`src/rtl/ahb_lite_master.sv`:
```
// ahb_lite_master
//   Single-outstanding AHB-Lite master bridge. Turns one valid/ready register
//   request into one AHB SINGLE transfer and reports the outcome on a
//   valid/ready response channel.
//
// Ports
//   HCLK, HRESET            clock, asynchronous active-high reset
//   req_valid/req_ready     request handshake (req_ready high only when idle)
//   req_wr1_rd0, req_addr,
//   req_size, req_wdata     request payload (size 0..2, address must be aligned)
//   rsp_valid/rsp_ready     response handshake
//   rsp_rdata, rsp_err      read data (0 for writes/errors), error flag
//   HADDR..HWDATA           registered AHB master outputs
//   HREADY, HRESP, HRDATA   AHB slave returns
module ahb_lite_master #(
  parameter int AHB_ADDR_WIDTH = 32,
  parameter int AHB_DATA_WIDTH = 32,
  parameter int MAX_RETRY      = 4
) (
  input  logic                      HCLK,
  input  logic                      HRESET,
  input  logic                      req_valid,
  output logic                      req_ready,
  input  logic                      req_wr1_rd0,
  input  logic [AHB_ADDR_WIDTH-1:0] req_addr,
  input  logic [2:0]                req_size,
  input  logic [AHB_DATA_WIDTH-1:0] req_wdata,
  output logic                      rsp_valid,
  input  logic                      rsp_ready,
  output logic [AHB_DATA_WIDTH-1:0] rsp_rdata,
  output logic                      rsp_err,
  output logic [AHB_ADDR_WIDTH-1:0] HADDR,
  output logic [1:0]                HTRANS,
  output logic                      HWRITE,
  output logic [2:0]                HSIZE,
  output logic [2:0]                HBURST,
  output logic [AHB_DATA_WIDTH-1:0] HWDATA,
  input  logic                      HREADY,
  input  logic [1:0]                HRESP,
  input  logic [AHB_DATA_WIDTH-1:0] HRDATA
);

  localparam logic [1:0] TRANS_IDLE   = 2'b00;
  localparam logic [1:0] TRANS_NONSEQ = 2'b10;
  localparam logic [1:0] RESP_OKAY    = 2'b00;
  localparam logic [1:0] RESP_ERROR   = 2'b01;

  typedef enum logic [2:0] {
    S_IDLE,
    S_ADDR,
    S_DATA,
    S_ERR2,
    S_RTY2,
    S_RESP
  } state_t;

  state_t                    state_q, state_d;
  logic [AHB_ADDR_WIDTH-1:0] haddr_q, haddr_d;
  logic [1:0]                htrans_q, htrans_d;
  logic                      hwrite_q, hwrite_d;
  logic [2:0]                hsize_q, hsize_d;
  logic [AHB_DATA_WIDTH-1:0] hwdata_q, hwdata_d;
  logic [AHB_DATA_WIDTH-1:0] rsp_rdata_q, rsp_rdata_d;
  logic                      rsp_err_q, rsp_err_d;
  logic [3:0]                retry_cnt_q, retry_cnt_d;

  logic                      accept;
  logic                      req_legal;
  logic [4:0]                retry_inc;
  logic                      retry_exhausted;

  assign accept          = req_valid && (state_q == S_IDLE);
  assign retry_inc       = {1'b0, retry_cnt_q} + 5'd1;
  assign retry_exhausted = (retry_inc >= 5'(MAX_RETRY));

  // Legal sizes are byte/half/word, and the address must be naturally aligned.
  always_comb begin
    req_legal = 1'b0;
    case (req_size)
      3'd0:    req_legal = 1'b1;
      3'd1:    req_legal = (req_addr[0] == 1'b0);
      3'd2:    req_legal = (req_addr[1:0] == 2'b00);
      default: req_legal = 1'b0;
    endcase
  end

  // State and output registers.
  always_ff @(posedge HCLK or posedge HRESET) begin
    if (HRESET) begin
      state_q     <= S_IDLE;
      haddr_q     <= '0;
      htrans_q    <= TRANS_IDLE;
      hwrite_q    <= 1'b0;
      hsize_q     <= 3'd0;
      hwdata_q    <= '0;
      rsp_rdata_q <= '0;
      rsp_err_q   <= 1'b0;
      retry_cnt_q <= 4'd0;
    end else begin
      state_q     <= state_d;
      haddr_q     <= haddr_d;
      htrans_q    <= htrans_d;
      hwrite_q    <= hwrite_d;
      hsize_q     <= hsize_d;
      hwdata_q    <= hwdata_d;
      rsp_rdata_q <= rsp_rdata_d;
      rsp_err_q   <= rsp_err_d;
      retry_cnt_q <= retry_cnt_d;
    end
  end

  // Next-state logic.
  always_comb begin
    state_d = state_q;
    case (state_q)
      S_IDLE: begin
        if (accept) state_d = req_legal ? S_ADDR : S_RESP;
      end
      S_ADDR: begin
        if (HREADY) state_d = S_DATA;
      end
      S_DATA: begin
        if (HREADY) begin
          // A non-OKAY response with HREADY high is a slave protocol
          // violation; it completes at once as an error.
          state_d = S_RESP;
        end else if (HRESP == RESP_ERROR) begin
          state_d = S_ERR2;
        end else if (HRESP != RESP_OKAY) begin
          state_d = S_RTY2;
        end
      end
      S_ERR2: begin
        if (HREADY) state_d = S_RESP;
      end
      S_RTY2: begin
        // SPLIT is treated exactly like RETRY: there is no grant logic here.
        if (HREADY) state_d = retry_exhausted ? S_RESP : S_ADDR;
      end
      S_RESP: begin
        if (rsp_ready) state_d = S_IDLE;
      end
      default: state_d = S_IDLE;
    endcase
  end

  // Output / datapath logic.
  always_comb begin
    haddr_d     = haddr_q;
    hwrite_d    = hwrite_q;
    hsize_d     = hsize_q;
    hwdata_d    = hwdata_q;
    rsp_rdata_d = rsp_rdata_q;
    rsp_err_d   = rsp_err_q;
    retry_cnt_d = retry_cnt_q;
    case (state_q)
      S_IDLE: begin
        if (accept) begin
          haddr_d  = req_addr;
          hwrite_d = req_wr1_rd0;
          hsize_d  = req_size;
          hwdata_d = req_wdata;
          if (!req_legal) begin
            rsp_err_d   = 1'b1;
            rsp_rdata_d = '0;
          end
        end
      end
      S_DATA: begin
        if (HREADY) begin
          rsp_err_d   = (HRESP != RESP_OKAY);
          rsp_rdata_d = ((HRESP == RESP_OKAY) && !hwrite_q) ? HRDATA : '0;
        end
      end
      S_ERR2: begin
        if (HREADY) begin
          rsp_err_d   = 1'b1;
          rsp_rdata_d = '0;
        end
      end
      S_RTY2: begin
        if (HREADY) begin
          retry_cnt_d = retry_inc[3:0];
          if (retry_exhausted) begin
            rsp_err_d   = 1'b1;
            rsp_rdata_d = '0;
          end
        end
      end
      S_RESP: begin
        if (rsp_ready) begin
          retry_cnt_d = 4'd0;
          rsp_err_d   = 1'b0;
          rsp_rdata_d = '0;
        end
      end
      default: ;
    endcase
    // NONSEQ is driven exactly while the FSM sits in the address phase.
    htrans_d = (state_d == S_ADDR) ? TRANS_NONSEQ : TRANS_IDLE;
  end

  assign req_ready = (state_q == S_IDLE);
  assign rsp_valid = (state_q == S_RESP);
  assign rsp_rdata = rsp_rdata_q;
  assign rsp_err   = rsp_err_q;
  assign HADDR     = haddr_q;
  assign HTRANS    = htrans_q;
  assign HWRITE    = hwrite_q;
  assign HSIZE     = hsize_q;
  assign HBURST    = 3'b000;
  assign HWDATA    = hwdata_q;

endmodule

```
`config.mk`:
```
export PLATFORM = sky130hd
export DESIGN_NAME = ahb_lite_master
export DESIGN_NICKNAME = d
export VERILOG_FILES = /design/src/rtl/ahb_lite_master.sv
export SDC_FILE = /design/constraint.sdc
export NUM_CORES = 1
export LEC_CHECK = 0
export CAP_MARGIN = 20
export CORE_AREA = 2 2 96 117
export CTS_CLUSTER_DIAMETER = 150
export CTS_CLUSTER_SIZE = 16
export DETAILED_ROUTE_END_ITERATION = 6
export DIE_AREA = 0 0 98 119
export GPL_TIMING_DRIVEN = 0
export PLACE_DENSITY = 0.85
export SETUP_SLACK_MARGIN = 0.3
export SLEW_MARGIN = 40
export SYNTH_ARGS = -nofsm -noshare
export SYNTH_HDL_FRONTEND = slang
export SYNTH_SLANG_ARGS = --single-unit
```
`constraint.sdc`:
```
create_clock -name HCLK -period 6.8 [get_ports HCLK]
set_clock_uncertainty 0.2 [all_clocks]
set_input_delay 1.7 -clock HCLK [delete_from_list [all_inputs] [get_ports HCLK]]
set_output_delay 1.7 -clock HCLK [all_outputs]
set_load 0.02 [all_outputs]
```
; ---- After elaboration in Yosys (flattened, before gate mapping)
; Cells that the tools add are included.
[totals]
regBits = 110
latchBits = 0
ramBits = 0
romBits = 0
inputBits = 107
word_cells = 74
n_memories = 0
[classes]
n_addsub = 1
multipliers = 0
div_mod_pow = 0
magnitude_cmp = 1
eq_ne = 16
shift = 0
mux = 33
n_bitwise = 1
n_reduce_logical = 13
[ops]
columns = cell, count
row1 = 32-bit 2-to-1 mux, 8
row2 = 32-bit one-hot mux with 5 select lines, 1
row3 = 3-bit 2-to-1 mux, 10
row4 = 3-bit one-hot mux with 6 select lines, 1
row5 = 2-bit != test (second input constant), 5
row6 = 3-bit by 1-bit == test with 1-bit output (second input constant), 3
row7 = 3-bit by 2-bit == test with 1-bit output (second input constant), 3
row8 = 4-bit 2-to-1 mux, 2
row9 = 4-bit one-hot mux with 2 select lines, 1
row10 = 8-bit AND reduction, 1
row11 = 1-bit 2-to-1 mux, 7
row12 = 3-bit == test (second input constant), 2
row13 = 3-bit logical NOT, 2
row14 = 4-bit by 1-bit adder with 5-bit output (second input constant), 1
row15 = 5-bit by 3-bit greater-or-equal comparator with 1-bit output (second input constant), 1
row16 = 1-bit one-hot mux with 5 select lines, 1
row17 = 5-bit nonzero test, 1
row18 = 2-bit logical NOT, 2
row19 = 2-bit by 1-bit != test with 1-bit output (second input constant), 2
row20 = 2-bit nonzero test, 2
row21 = 1-bit one-hot mux with 3 select lines, 1
row22 = 3-bit AND reduction, 1
row23 = 2-bit by 1-bit == test with 1-bit output (second input constant), 1
row24 = 1-bit logical AND, 2
row25 = other kinds (4), 4

; ---- Logic depth before layout (Yosys ltp)
; Gate-level depths: netlist (run 1).
[logic_depth]
depth_word = 7
mapped_depth = 7
ltp_nobuf = 6

; ---- Worst setup path after synthesis (run 1)
; No wires, ideal clock.
[synth_path]
path_type = in2reg
start = in HREADY
end = reg rsp_err_q (netlist: rsp_err)
setup_ps = 125
arrival_ps = 2926
required_time_ps = 6475
setup_slack_ps = 3549
stages = 6
cell_sequence = buf_2 -> nor2b_1 -> o32ai_2 -> a21oi_2 -> a221oi_4 -> mux2_4
[synth_via]
elab_chain_len = 2
word_cells_on_any_way = 4
classes_between = 3 x eq/ne / 1 x reduce/logical
[synth_lines]
columns = element, line_no
row1 = "start, declared", 38  ; input logic HREADY,
row2 = 2-bit != test (no source line), --
row3 = 8-bit AND reduction (no source line) (*), --
row4 = "end signal, assigned", 107  ; rsp_err_q <= rsp_err_d;
row5 = "end, declared", 64  ; logic rsp_err_q, rsp_err_d;
; Mark *: on every way between the ends. The rest lies on a longest branch, timed or not.
; A chain may end at the register's enable or synchronous reset.

; ---- Worst setup path in the final report (run 1)
[layout_path]
start = reg state_q[1]
end = out rsp_valid
[layout_via]
elab_chain_len = 1
[layout_lines]
columns = element, line_no
row1 = "start, declared", 57  ; state_t state_q, state_d;
row2 = "start signal, assigned", 100  ; state_q <= state_d;
row3 = 3-bit == test, 204  ; assign rsp_valid = (state_q == S_RESP);
row4 = "end, declared", 28  ; output logic rsp_valid,
; Every way passes these cells.

==> impl_metrics.tcl, run 1 <==
set metrics [dict create \
    fin_setup_tns_ns 0 \
    finalSetupViolations 0 \
    cts_sinks 109 \
    worst-path-buf-inv 3 \
    cp.arrival_ns 1.85 \
    numCtsBuffers 9 \
    h-tree-depth 3 \
    coreArea_um2 10670 \
    wire_per_inst_um 15.88 \
    final_net_count 684 \
    ys_top_cells_by_area "dfrtp_1 (59%), mux2_2 (17%), mux2i_1 (6.9%)" \
    p_switching_mw 1.088 \
    maxCapViolCount 0 \
    cts_root_buffer "clkbuf_16" \
    grt_pass1_wl_mm 18.45 \
    grt_antenna_before_repair 0 \
    yosysUniqueCellTypes 41 \
    power.share.combinational_pct 50.0 \
    slowest_delay_ns 0.61 \
    clock.fmax_mhz 266.5 \
    crit_fanout 8 \
    swShare_pct 35.02 \
    status "finished, final reports clean" \
    via_count 3447 \
    hold_slack_ns 0.3045 \
    start_util_pct 43.40 \
    rsz0062_at_grt "false" \
    ff2ff_setup_slack_ns 4.26 \
    worst-setup-path-type "reg -> out" \
    postSynthCellCount 351 \
    critPathRequiredTime_ns 4.90 \
    tightest_slew_ns 0.5960 \
    cp-end-kind "primary output" \
    synth_area_leader_cell "dfrtp_1" \
    muxShareOfSynthArea_pct 23.78 \
    rows 42 \
    clock_path_buffers 2 \
    drt_iter0_drc 123 \
    syn_area_per_cell_um2 13.19 \
    vdd_drop_max_mv 0.2472 \
    relSlewSlack_pct 60.27 \
    track_usage_pct 19.76 \
    finalWirelength_mm 11.30 \
    power_density_nw_per_um2 429.0 \
    ys_seq_area_share_pct 58.92 \
    clock_latency_ns 0.34 \
    hp-class "reg -> reg" \
    yosysTopAreaCellShare_pct 58.92 \
    fillCellCount 807 \
    synth_compound_area_share_pct 3.568 \
    dp_hpwl_mm 8.711 \
    finalHoldViolations 0 \
    synth_top_family_by_area "multiplexers" \
    synth_area_um2 4629 \
    ctsResizeCount 0 \
    syn_to_final_growth_pct 56.46 \
    drc 0 \
    cts_hold_buf 0 \
    cts_setup_buffers 0 \
    die_x_um 98 \
    cts_tree "done" \
    seqPwrFrac_pct 32.8 \
    finalCritPeriodShare_pct 55.19 \
    gp_congestion 0.7998 \
    p_leak_nw 3.032 \
    synth-simple-area-share_pct 6.054 \
    drv_slew 0 \
    grt-ovfl-total 0 \
    start_kind "flop" \
    clkPwrFrac_pct 17.2 \
    path_delay_family "buffers and inverters" \
    first_pass_iters 4 \
    ios 215 \
    yosys_warnings 0 \
    period_minus_slack_ns 3.753 \
    synthAdderAreaFrac_pct 0.5405 \
    synth-seq-cells 109 \
    p_int_mw 2.019 \
    vias_per_cell 4.841 \
    numPortBuffers 209 \
    die-area_um2 11660 \
    ant_nets 0 \
    path_cells "buf_6, nand3b_1, inv_2, clkdlybuf4s50_1" \
    clk_pin_slew_worst_paths_ns 0.07 \
    grt_pass1_vias 3673 \
    layout-drive-gt1-share_pct 20.00 \
    synth_xor_area_share_pct 0.3784 \
    critPathSlowestCell "clkdlybuf4s50_1" \
    grt_max_degree 58 \
    die_h_um 119 \
    antenna_cells 0 \
]
-- routing by layer --
| layer | GRT usage (%) | routed length (µm) |
|---|---|---|
| met1 | 23.01 | 4345 |
| met3 | 6.925 | 895 |
| met5 | 0 | 0 |
| met2 | 33.65 | 5795 |
| met4 | 7.118 | 267 |
-- cells by family (layout without fill, tap and decap cells) --
| group | after synthesis | count (layout) |
|---|---|---|
| AOI/OAI and AO/OA | 20 | 20 |
| xor gates and xnor gates | 2 | 2 |
| adders and majority gates | 2 | 2 |
| buffers and inverters | 58 | 284 |
| DFF | 109 | 109 |
| muxes | 101 | 101 |
| other | 1 | 4 |
| and+or+nand+nor | 58 | 58 |
-- power groups by stage --
stage               Clock (mW)  Combinational, mW  Sequential (mW)
finish                   0.533               1.55             1.02
detailed placement           0               1.56             1.03
CTS                      0.546               1.57             1.02
floorplan                    0              0.630             1.30
global route             0.573               1.63             1.05
global placement             0               1.53             1.02
-- worst reg2reg max path, cell delays in order (launching register included) --
cell and delay [ns]:
dfrtp_1 0.44, ha_1 0.27, and2_1 0.18, a21oi_1 0.22, nor2_1 0.11, a221oi_4 0.58
buf_8 0.24, mux2i_1 0.22
-- synthesized netlist by cell type --
master	n
or4_4	1
buf_2	7
mux2_4	1
dfrtp_1	109
a221oi_4	1
conb_1	1
a2111o_1	1
nor3b_2	1
a21oi_2	1
ha_1	2
and2_1	4
o21bai_1	1
nor2b_1	1
o221ai_1	1
mux2_2	68
mux2i_1	32
a31oi_1	1
a21oi_1	4
buf_4	9
nor3_4	1
xnor2_1	1
nor2_1	5
a211oi_1	1
xor2_1	1
nand2_1	38
a211o_1	1
inv_1	36
o21ai_0	4
o31a_1	1
buf_6	2
nor2_4	1
buf_8	3
nor3b_1	1
nand3_1	1
nand2b_1	1
nor3_1	2
inv_2	1
o32ai_2	1
o22ai_1	1
nand3b_1	1
a22o_1	1
-- area by class of cell --
class | count | area, µm² | share of cell area, %
well taps | 132 | 165.2 | 2.280
repair buffers | 210 | 2120 | 29.26
flip-flops and latches | 109 | 2728 | 37.66
inverters | 37 | 146.4 | 2.021
clock buffers | 10 | 239.0 | 3.299
multi-input cells | 187 | 1604 | 22.15
plain buffers | 21 | 170.2 | 2.349
clock inverters | 6 | 71.32 | 0.9846
-- cell usage in the layout, fill, tap and decap left out, types with 2 or more instances in the layout --
cell type,count
clkdlybuf4s50_1,209
dfrtp_1,109
mux2_2,68
nand2_1,38
inv_1,35
mux2i_1,32
buf_4,9
clkbuf_16,9
buf_2,7
nor2_1,5
and2_1,4
a21oi_1,4
o21ai_0,4
conb_1,4
buf_8,3
buf_6,2
nor3_1,2
ha_1,2
clkinv_4,2
clkinvlp_4,2
-- final timing paths --
kind	end	cells past startpoint	from
max reg2reg	rsp_rdata[23]	7	retry_cnt_q[0]
min	HADDR[15]	1	HADDR[15]
min reg2reg	HADDR[15]	1	HADDR[15]
min in group asynchronous	HADDR[20]	2	HRESET
max in group asynchronous	rsp_rdata[17]	3	HRESET
max	rsp_valid	4	state_q[1]
-- state kept, by name (all words and copies together), names as in the netlist --
name,flops
retry_cnt_q,4
HTRANS,1
HWDATA,32
rsp_err,1
rsp_rdata,32
HADDR,32
state_q,3
HSIZE,3
HWRITE,1
-- metrics by stage --
stage	cells	setup WS (ns)	cell area, µm²	total power, mW	utilization (%)
finish	712	3.047	7243	3.107	67.90
global route	712	2.980	7243	3.262	67.90
CTS	712	3.037	7243	3.143	67.90
detailed placement	696	2.825	6933	2.597	64.99
global placement	695	0.5658	6898	2.544	64.66
floorplan	354	2.026	4641	1.926	-
No activity file was read; power rests on OpenSTA's default activity.
==> run 2, diff against run 1 <==
--- a/config.mk
+++ b/config.mk
@@ -6,13 +6,13 @@
 export NUM_CORES = 1
 export LEC_CHECK = 0
 export CAP_MARGIN = 20
-export CORE_AREA = 2 2 96 117
+export CORE_AREA = 2 2 106 128
 export CTS_CLUSTER_DIAMETER = 150
 export CTS_CLUSTER_SIZE = 16
 export DETAILED_ROUTE_END_ITERATION = 6
-export DIE_AREA = 0 0 98 119
+export DIE_AREA = 0 0 108 130
 export GPL_TIMING_DRIVEN = 0
-export PLACE_DENSITY = 0.85
+export PLACE_DENSITY = 0.75
 export SETUP_SLACK_MARGIN = 0.3
 export SLEW_MARGIN = 40
 export SYNTH_ARGS = -nofsm -noshare
==> constraint.sdc (replaced) <==
create_clock -name HCLK -period 3.4 [get_ports HCLK]
set_clock_uncertainty 0.2 [all_clocks]
set_input_delay 0.85 -clock HCLK [delete_from_list [all_inputs] [get_ports HCLK]]
set_output_delay 0.85 -clock HCLK [all_outputs]
set_load 0.02 [all_outputs]
==> impl_metrics.tcl, run 2 (synthesis gave the netlist of run 1 again) <==
set metrics [dict create \
    drv_slew 0 \
    cts_root_buffer "clkbuf_16" \
    critPathSlowestCell "clkdlybuf4s50_1" \
    p_int_mw 3.951 \
    via_count 3451 \
    critPathRequiredTime_ns 2.35 \
    setup_slack_ns 0.5423 \
    numCtsBuffers 9 \
    clock_path_buffers 2 \
    antenna_cells 0 \
    finalHoldViolations 0 \
    final_cell_area_um2 7346 \
    layout.cells.non_filler 752 \
    ant_nets 0 \
    die-area_um2 14040 \
    dp.cells 736 \
    seqPwrFrac_pct 33.3 \
    power_density_nw_per_um2 834.4 \
    fillCellCount 1109 \
    cts_sinks 109 \
    clkPwrFrac_pct 16.0 \
    gp_congestion 0.7755 \
    slowest_delay_ns 0.61 \
    finalWirelength_mm 11.70 \
    final_common_cell "clkdlybuf4s50_1" \
    clock.fmax_mhz 349.9 \
    status "finished, final reports clean" \
    finalCritPeriodShare_pct 84.05 \
    clk_pin_slew_worst_paths_ns 0.07 \
    numPortBuffers 209 \
    tightest_slew_ns 0.6210 \
    grt-ovfl-total 0 \
    hp-class "reg -> reg" \
    worst-path-buf-inv 3 \
    vias_per_cell 4.589 \
    final_cell_mix "clkdlybuf4s50_1 (209), dfrtp_1 (109), mux2_2 (68)" \
    vdd_drop_max_mv 0.4977 \
    cts_tree "done" \
    post-place-ws_ns 0.2168 \
    first_pass_iters 4 \
    ios 215 \
    syn_to_final_growth_pct 58.68 \
    dp_hpwl_mm 9.150 \
    grt_pass1_wl_mm 18.44 \
    finalSetupViolations 0 \
    track_usage_pct 16.57 \
    start_kind "flop" \
    cp.arrival_ns 1.81 \
    grt_antenna_before_repair 0 \
    start_util_pct 35.75 \
    grt_pass1_vias 3710 \
    path_delay_family "buffers and inverters" \
    clock_latency_ns 0.33 \
    coreArea_um2 12950 \
    wire_per_inst_um 15.56 \
    swShare_pct 35.54 \
    path_cells "buf_6, nand3b_1, inv_2, clkdlybuf4s50_1" \
    cts_setup_buffers 0 \
    relSlewSlack_pct 58.60 \
    drc 0 \
    maxCapViolCount 0 \
    placed_cell_area_um2 7069 \
    cp-end-kind "primary output" \
    grt_max_degree 27 \
    die_h_um 130 \
    period_minus_slack_ns 2.858 \
    p_switching_mw 2.178 \
    crit_fanout 8 \
    cts_hold_buf 0 \
    layout-drive-gt1-share_pct 20.55 \
    h-tree-depth 3 \
    drt_iter0_drc 132 \
    rsz0062_at_grt "false" \
    worst-setup-path-type "reg -> out" \
    final_util_pct 56.72 \
    fin_setup_tns_ns 0 \
    ctsResizeCount 0 \
    power.share.combinational_pct 50.8 \
    p_leak_nw 3.057 \
    rows 46 \
    die_x_um 108 \
    final_net_count 688 \
]
[run 2: power by group through the flow]
stage	sequential (mW)	combinational (mW)	clock [mW]
final	2.04	3.11	0.979
after global routing	2.10	3.30	1.08
after CTS	2.04	3.16	1.02
after detailed placement	2.06	3.15	0
after global placement	2.03	3.07	0
after floorplan	2.59	1.26	0
[run 2: cell type report]
class	count	area, µm²	share of cell area (%)
buffer	21	170.2	2.316
clock buffer	9	225.2	3.066
clock inverter	7	51.30	0.6983
inverter	37	142.6	1.942
multi-input combinational	187	1604	21.84
sequential	109	2728	37.13
tap	168	210.2	2.862
timing repair buffer	214	2215	30.15
[run 2: through the flow]
step / hold WS [ns] / power (mW)
after global placement: 0.2896 / 5.106
after CTS: 0.3111 / 6.223
after detailed placement: 0.2944 / 5.211
final: 0.3059 / 6.130
after floorplan: 0.2867 / 3.851
after global routing: 0.3267 / 6.481
[run 2: path summary, 6_finish.rpt]
check | from | depth (start not counted) | to | slack (ns)
worst max-delay path | state_q[1] | 4 | rsp_valid | 0.54
worst min-delay path | HADDR[31] | 1 | HADDR[31] | 0.31
worst max register to register | retry_cnt_q[0] | 7 | rsp_rdata[24] | 0.88
worst min register to register | HADDR[31] | 1 | HADDR[31] | 0.31
max in group asynchronous | HRESET | 4 | rsp_rdata[23] | 1.74
min in group asynchronous | HRESET | 2 | HWDATA[7] | 0.65
[run 2: routing by layer]
metal	wire [µm]	GRT usage, %	part of all wire [%]
met4	150	5.128	1.3
met2	6078	28.56	52
met3	929	4.496	7.9
met1	4545	20.28	39
met5	0	0	0
==> run 3, diff against run 2 <==
--- a/config.mk
+++ b/config.mk
@@ -6,13 +6,13 @@
 export NUM_CORES = 1
 export LEC_CHECK = 0
 export CAP_MARGIN = 20
-export CORE_AREA = 2 2 106 128
+export CORE_AREA = 2 2 101 122
 export CTS_CLUSTER_DIAMETER = 150
 export CTS_CLUSTER_SIZE = 16
 export DETAILED_ROUTE_END_ITERATION = 6
-export DIE_AREA = 0 0 108 130
+export DIE_AREA = 0 0 103 124
 export GPL_TIMING_DRIVEN = 0
-export PLACE_DENSITY = 0.75
+export PLACE_DENSITY = 0.78
 export SETUP_SLACK_MARGIN = 0.3
 export SLEW_MARGIN = 40
 export SYNTH_ARGS = -nofsm -noshare
==> constraint.sdc (replaced) <==
create_clock -name HCLK -period 2.68 [get_ports HCLK]
set_clock_uncertainty 0.2 [all_clocks]
set_input_delay 0.67 -clock HCLK [delete_from_list [all_inputs] [get_ports HCLK]]
set_output_delay 0.67 -clock HCLK [all_outputs]
set_load 0.02 [all_outputs]
==> impl_metrics.tcl, run 3 (synthesis gave the netlist of run 1 again) <==
set metrics [dict create \
    status "finished, final reports clean" \
    power_density_nw_per_um2 1108 \
    crit_cells 8 \
    final_cell_mix "clkdlybuf4s50_1 (203), dfrtp_1 (108), mux2_2 (68)" \
    path_cells "ha_1, and2_1, a21oi_2, nor2_1, a221oi_4, buf_12, clkbuf_16, mux2i_1" \
    drc 0 \
    worst-setup-path-type "reg -> reg" \
    startpoint "retry_cnt_q[0]" \
    die_h_um 124 \
    syn_to_final_growth_pct 62.70 \
    wire_per_inst_um 15.96 \
    fin_setup_tns_ns 0 \
    worst-path-buf-inv 2 \
    vdd_drop_max_mv 0.6000 \
    coreArea_um2 11510 \
    grt_antenna_before_repair 0 \
    layout-drive-gt1-share_pct 22.34 \
    numPortBuffers 209 \
    cp-end-kind "flop" \
    rsz0062_at_grt "false" \
    crit_fanout 8 \
    dp_hpwl_mm 9.070 \
    drv_slew 0 \
    critPathRequiredTime_ns 2.74 \
    cp.arrival_ns 2.38 \
    r2r-end "rsp_rdata[10]" \
    period_minus_slack_ns 2.318 \
    finalSetupViolations 0 \
    cts_sinks 109 \
    grt-ovfl-total 0 \
    ant_nets 0 \
    hold_slack_ns 0.3055 \
    final_common_cell "clkdlybuf4s50_1" \
    cts_hold_buf 0 \
    start_util_pct 40.21 \
    finalCritPeriodShare_pct 86.51 \
    path_delay_family "compound AO/OA/AOI/OAI gates" \
    rr_startpoint "retry_cnt_q[0]" \
    via_count 3493 \
    grt_pass1_wl_mm 18.16 \
    h-tree-depth 3 \
    cts_root_buffer "clkbuf_16" \
    die_x_um 103 \
    critPathSlowestCell "dfrtp_2" \
    antenna_cells 0 \
    crit_path_end "rsp_rdata[10]" \
    finalWirelength_mm 11.94 \
    ff2ff_path_depth 8 \
    die-area_um2 12770 \
    finalHoldViolations 0 \
    hp-class "reg -> reg" \
    cts_tree "done" \
    clock_path_buffers 2 \
    maxCapViolCount 0 \
    gp_congestion 0.7980 \
    first_pass_iters 4 \
    clk_pin_slew_worst_paths_ns 0.07 \
    drt_iter0_drc 62 \
    clock_latency_ns 0.33 \
    finalPower_mw 8.346 \
    grt_max_degree 27 \
    clock.fmax_mhz 431.3 \
    grt_pass1_vias 3747 \
    track_usage_pct 18.30 \
    start_kind "flop" \
    rows 43 \
    slowest_delay_ns 0.45 \
    final_net_count 695 \
    hold_depth 1 \
    ios 215 \
    hold_start "HWDATA[5]" \
    ff2ff_setup_slack_ns 0.36 \
    p_leak_nw 3.182 \
    vias_per_cell 4.670 \
    numCtsBuffers 9 \
]
## run 3: cell count changes in the layout (fill, tap and decap cells not counted), moves of 3 or more
cell             change
buf_4                +3
clkdlybuf4s50_1      -6
clkbuf_16            +3
buf_12               +5
buf_8                -3
dlymetal6s2s_1       +4
## run 3: cell type report
type	count	area [µm²]
repair buffers	221	2337
plain buffers	21	185.2
flip-flops and latches	109	2729
clock inverters	4	70.07
well taps	157	196.4
inverters	37	142.6
fillers	902	3981
clock buffers	12	256.5
multi-input cells	187	1615
## run 3: layer usage
metal  vias up  global-route usage (%)  share of wire, %
met1      1718                   21.35                39
met4         0                   6.250               1.8
met2       134                   32.06                52
li1       1623                       -                 -
met3        18                   5.219               7.2
met5         -                       0                 0
## run 3: power by group
group	switching (mW)	leakage (nW)	internal, mW
sequential	0.338	1.36	2.26
clock	0.570	0.163	0.868
combinational	1.90	1.66	2.41
## run 3: what timing repair did
item / 4_1_cts / 5_1_grt
resized for setup: 7 / 10
pin swaps: 3 / 3
cloned: 0 / 3
buffers inserted: 2 / 2
setup endpoints to repair: 35 / 34
## run 3: worst min path at each step
stage,slack (ns),endpoint
CTS,0.31,HWDATA[27]
finish,0.31,HWDATA[5]
global route,0.32,HWDATA[25]
detailed placement,0.29,HWDATA[27]
global placement,0.29,HWDATA[19]
floorplan,0.29,retry_cnt_q[2]
## run 3: metrics by stage
| stage | setup WS, ns | cell area (µm²) | std cells | util, % |
|---|---|---|---|---|
| CTS | 0.3079 | 7410 | 743 | 64.36 |
| global placement | -0.5654 | 6933 | 720 | 60.22 |
| finish | 0.3616 | 7532 | 748 | 65.42 |
| detailed placement | -0.2944 | 7048 | 725 | 61.21 |
| global route | 0.2772 | 7532 | 748 | 65.42 |
| floorplan | 0.4593 | 4644 | 354 | - |
